## config.mk

```make
export PLATFORM = sky130hd
export DESIGN_NAME = regfile_sweep
export DESIGN_NICKNAME = d
export VERILOG_FILES = /design/src/rtl/regfile_sweep.sv
export SDC_FILE = /design/constraint.sdc
export NUM_CORES = 2
export LEC_CHECK = 0
export CORE_UTILIZATION = 55
export DETAILED_ROUTE_END_ITERATION = 8
export HOLD_SLACK_MARGIN = 0.06
export PLACE_DENSITY = 0.72
export SETUP_SLACK_MARGIN = 0.02
export SYNTH_ARGS = -nofsm -noshare
export SYNTH_HDL_FRONTEND = slang
export SYNTH_SLANG_ARGS = --single-unit
```

## constraint.sdc

```tcl
create_clock -name Clk -period 6.1 [get_ports Clk]
set_input_delay 1.83 -clock Clk [delete_from_list [all_inputs] [get_ports Clk]]
set_output_delay 1.83 -clock Clk [all_outputs]
set_load 0.05 [all_outputs]
```

## src/rtl/regfile_sweep.sv

```systemverilog
// Parametrised 2R/1W register file with byte-masked writes, optional zero register and a sequenced sweep clear.
// Optional write-first read forwarding is enabled by defining REGFILE_BYPASS_EN.
module regfile_sweep #(
    parameter int DATA_W   = 32,
    parameter int ADDR_W   = 5,
    parameter int ZERO_REG = 1
) (
    input  logic                  Clk,
    input  logic                  Reset,
    input  logic                  Write_reg,
    input  logic [ADDR_W-1:0]     W_Addr,
    input  logic [DATA_W-1:0]     W_Data,
    input  logic [DATA_W/8-1:0]   W_Mask,
    input  logic [ADDR_W-1:0]     R_Addr_A,
    input  logic [ADDR_W-1:0]     R_Addr_B,
    output logic [DATA_W-1:0]     R_Data_A,
    output logic [DATA_W-1:0]     R_Data_B,
    input  logic                  Clear,
    output logic                  Busy,
    output logic                  Clear_done,
    output logic                  Wr_drop
);
    localparam int DEPTH = 2**ADDR_W;
    localparam int NB    = DATA_W/8;

    typedef enum logic {
        S_IDLE  = 1'b0,
        S_CLEAR = 1'b1
    } state_t;

    state_t              state_q, state_d;
    logic [ADDR_W-1:0]   cnt_q, cnt_d;
    logic                done_q, done_d;
    logic                drop_q, drop_d;
    logic [DATA_W-1:0]   mem_q [DEPTH];

    logic                wr_acc_s;
    logic [DATA_W-1:0]   wr_merged_s;

    function automatic logic [DATA_W-1:0] merge_bytes(input logic [DATA_W-1:0] old_v,
                                                      input logic [DATA_W-1:0] new_v,
                                                      input logic [NB-1:0]     mask);
        logic [DATA_W-1:0] res;
        for (int k = 0; k < NB; k++) begin
            res[8*k +: 8] = mask[k] ? new_v[8*k +: 8] : old_v[8*k +: 8];
        end
        return res;
    endfunction

    function automatic logic is_zero_reg(input logic [ADDR_W-1:0] addr);
        return (ZERO_REG != 0) && (addr == {ADDR_W{1'b0}});
    endfunction

    // A write takes effect only outside the sweep and never on the hard-wired zero entry.
    always_comb begin
        wr_acc_s    = Write_reg && (state_q == S_IDLE) && !is_zero_reg(W_Addr);
        wr_merged_s = merge_bytes(mem_q[W_Addr], W_Data, W_Mask);
    end

    function automatic logic [DATA_W-1:0] read_port(input logic [ADDR_W-1:0] addr);
        logic [DATA_W-1:0] res;
        if (is_zero_reg(addr)) begin
            res = {DATA_W{1'b0}};
`ifdef REGFILE_BYPASS_EN
        end else if (wr_acc_s && (addr == W_Addr)) begin
            res = wr_merged_s;
`endif
        end else begin
            res = mem_q[addr];
        end
        return res;
    endfunction

    // Asynchronous read ports.
    always_comb begin
        R_Data_A = read_port(R_Addr_A);
        R_Data_B = read_port(R_Addr_B);
    end

    // Sweep sequencer next-state and pulse generation.
    always_comb begin
        state_d = state_q;
        cnt_d   = cnt_q;
        done_d  = 1'b0;
        drop_d  = 1'b0;
        case (state_q)
            S_IDLE: begin
                if (Clear) begin
                    state_d = S_CLEAR;
                    cnt_d   = {ADDR_W{1'b0}};
                end else begin
                    state_d = S_IDLE;
                end
            end
            S_CLEAR: begin
                drop_d = Write_reg;
                if (cnt_q == ADDR_W'(DEPTH-1)) begin
                    state_d = S_IDLE;
                    cnt_d   = {ADDR_W{1'b0}};
                    done_d  = 1'b1;
                end else begin
                    cnt_d   = cnt_q + ADDR_W'(1);
                end
            end
            default: begin
                state_d = S_IDLE;
                cnt_d   = {ADDR_W{1'b0}};
            end
        endcase
    end

    // Sequencer state and registered status pulses.
    always_ff @(posedge Clk) begin
        if (!Reset) begin
            state_q <= S_IDLE;
            cnt_q   <= {ADDR_W{1'b0}};
            done_q  <= 1'b0;
            drop_q  <= 1'b0;
        end else begin
            state_q <= state_d;
            cnt_q   <= cnt_d;
            done_q  <= done_d;
            drop_q  <= drop_d;
        end
    end

    // Storage array: reset clears everything, the sweep clears one entry per cycle.
    always_ff @(posedge Clk) begin
        if (!Reset) begin
            for (int i = 0; i < DEPTH; i++) begin
                mem_q[i] <= {DATA_W{1'b0}};
            end
        end else if (state_q == S_CLEAR) begin
            mem_q[cnt_q] <= {DATA_W{1'b0}};
        end else if (wr_acc_s) begin
            mem_q[W_Addr] <= wr_merged_s;
        end
    end

    assign Busy       = (state_q == S_CLEAR);
    assign Clear_done = done_q;
    assign Wr_drop    = drop_q;

endmodule

```

==> results by group <==
Yosys
  • Mapped Area: 0.0550 sq mm
  • Post-synth cell types: 58
  • Avg Cell Area, Syn: 14.3 sq um
  • Post-synth EDFFs: 1024
  • Post-synth ARST share: 0
  • Cell count after synthesis: 3842
  • Post-synthesis sequential area ratio: 0.562
  • Predominant post-synthesis flop cell: edfxtp_1
  • FF+latch count, synth: 1032
  • Synthesis Warnings: 0

Timing
  • Unrepaired setup endpoints after global routing: no
  • Slew HR: 0.0984
  • Setup WS post-layout: -0.0956 ns
  • Final hold vios: 0
  • Fmax: 161 MHz
  • Setup violators final: 2
  • Clock Skew: 0.0231 ns
  • Final min period: 6.20 ns
  • Slew @ Worst Pin: 1.35 ns
  • Final Cycle Share: 1.02
  • Slew Viols, Final: 0

Route
  • DR pass1 iterations: 6
  • Vias post-DR: 39600
  • WL/cell: 33.9 um
  • Initial drt markers: 5839
  • Vias per cell: 7.14
  • Wirelength, routed: 188 mm
  • Final ANT Viol Nets: 0
  • Drc violations: 0

Outcome
  • Status: finished with violations
  • Violated checks: setup timing

Die
  • Rows: 115
  • # IOs: 122
  • Initial Util: 0.557
  • Die extent in x: 318 um
  • Die height: 318 um
  • Core Area: 0.0987 sq mm
  • Die area: 0.101 sq mm

Critical path
  • Crit. End Element: primary output
  • Worst setup path category: input port to primary output
  • Worst path required time: 4.27 ns
  • Setup crit start kind: input port
  • CP Data Arrival Time: 4.37 ns
  • Crit path max fanout: 16

Layout
  • Area Growth Syn to Fin: 17.1%
  • Share of cells above drive strength 1: 0.330
  • Final Util: 0.652
  • Fin nets: 4223
  • Final Non-Filler Cells: 5539

Clock tree
  • CTS tree: built
  • Clk sink count: 1032
  • Hold_buf cts: 0
  • Clk root buf: clkbuf_16
  • Setup Fix Bufs, Post-CTS: 0
  • CTS max path bufs: 3
  • Clk_lat worst skew: 0.71 ns
  • H-tree depth: 3
  • CTS Buf Count: 105
  • Clock slew at reported path FFs: 0.06 ns

Place
  • DPL Wire Length: 130 mm
  • Cells after DPL: 5346
  • Port Buffer Count: 121
  • Final GP Congestion: 0.966

GRT
  • Vias in the first global route: 40100
  • Total gr overflow: 0
  • GRT Total Usage: 0.373
  • First-pass GRT wire length: 271 mm
  • Largest net degree at the start of global routing: 135
  • Initial antenna violation count: 21

Power and ir drop
  • Worst vdd ir: 0.281 mV
  • Leakage: 0.0221 uW
  • Power density cells: 272 mW/mm^2

Min path
  • Hold Crit Class: flop to flop

Flow run
  • Max_cap viols: 0
==> cell families (layout without fill, tap and decap cells) <==
group	Yosys count	after routing	share of synthesized area
buffers and inverters	387	760	0.0289
adders and majority gates	2	2	0.000455
and+or+nand+nor	1242	1242	0.0973
muxes	704	704	0.247
DFF	1032	1032	0.562
other	1	38	0.0000682
AOI/OAI and AO/OA	474	474	0.0634
==> sequential cells by signal (all words and copies together), names as in the netlist <==
name	flops
Busy	1
Wr_drop	1
mem_q	1024
cnt_q	5
Clear_done	1
==> path summary, 6_finish.rpt <==
path         slack (ns)  cells past startpoint                         to                   from
max                -0.1                      6               R_Data_B[22]            R_Addr_B[1]
min                0.60                      2      cnt_q[3]$_SDFFE_PN0P_  cnt_q[3]$_SDFFE_PN0P_
max reg2reg        2.14                      6  mem_q[7][4]$_SDFFCE_PN0P_        Busy$_SDFF_PN0_
min reg2reg        0.60                      2      cnt_q[3]$_SDFFE_PN0P_  cnt_q[3]$_SDFFE_PN0P_
==> report_power, final <==
part           switching, uW  internal (uW)  total, uW
Combinational           1570           1050       2620
Clock                   2810           3880       6690
Sequential               140           8040       8180
Total                   4520          13000      17500
==> area by class of cell <==
cell class,instances,area (sq um)
tap,1287,1610
antenna,6,15.0
clock inverter,59,644
clock buffer,128,2840
inverter,32,120
sequential,1032,30900
fill,7071,34300
multi-input combinational,2454,23200
timing repair buffer,541,4980
==> cell usage after synthesis, types with 19 or more instances <==
master	n	area, sq um
mux2_2	111	1250
mux4_2	512	11500
clkbuf_1	218	818
buf_2	87	435
nor2_1	767	2880
buf_1	46	173
edfxtp_1	1024	30700
inv_1	32	120
o31ai_1	66	495
a22oi_1	48	360
o21ai_0	76	380
a21oi_1	91	455
o41ai_2	19	309
nor3_1	137	686
o41ai_1	37	324
nand2_1	149	559
mux2i_1	81	811
a31oi_1	52	325
and2_1	134	838
==> what timing repair did <==
item / in CTS / in global routing
gates resized for setup: 6 / 13
hold endpoints to repair: 0 / 0
endpoints found under the setup margin: 7 / 17
==> metrics by stage <==
step                      hold WS, ns  TNS (ns)  area (sq um)  total power [uW]  worst slack (ns)
after floorplan                 0.495         0         55100              9700            0.0742
after global placement          0.544    -0.176         60800             10800            -0.136
after CTS                       0.574         0         64300             17400            0.0242
final                           0.597    -0.108         64400             17500           -0.0956
after detailed placement        0.565    -0.194         60800             10900            -0.138
after global routing            0.619         0         64400             17800            0.0225
==> routing by layer <==
layer / GRT usage / wire length (um)
met2: 0.571 / 85500
met1: 0.463 / 60500
met3: 0.138 / 30200
met5: 0 / 146
met4: 0.203 / 11700
==> layout by cell type (no fill, tap or decap), types with 6 or more instances in the layout <==
master and instances:
a21oi_1 89, clkinv_2 19, nor2_1 759, a221oi_1 16, a31oi_1 47, o21ai_0 65
edfxtp_1 1024, o31ai_1 66, o21ai_1 9, buf_12 62, o21ai_4 8, a22oi_1 47
inv_1 32, clkdlybuf4s50_1 46, bufinv_16 14, and2_1 133, nor2b_1 7, mux4_2 512
a2111oi_2 8, dfxtp_1 8, clkbuf_16 111, a21o_1 10, and3_1 6, conb_1 32
clkbuf_1 17, nand2b_1 7, mux2i_1 80, o41ai_2 56, clkinv_1 19, diode_2 6
mux2_2 111, nor3_1 137, nand2_1 149, o22ai_4 8, buf_4 423
==> critical path, stage by stage <==
cell      delay [ns]
buf_8           0.22
buf_4           0.31
mux4_2          0.55
a221oi_1        0.86
a21oi_1         0.31
buf_4           0.27
Note: power is estimated with default switching activity, not from simulation.
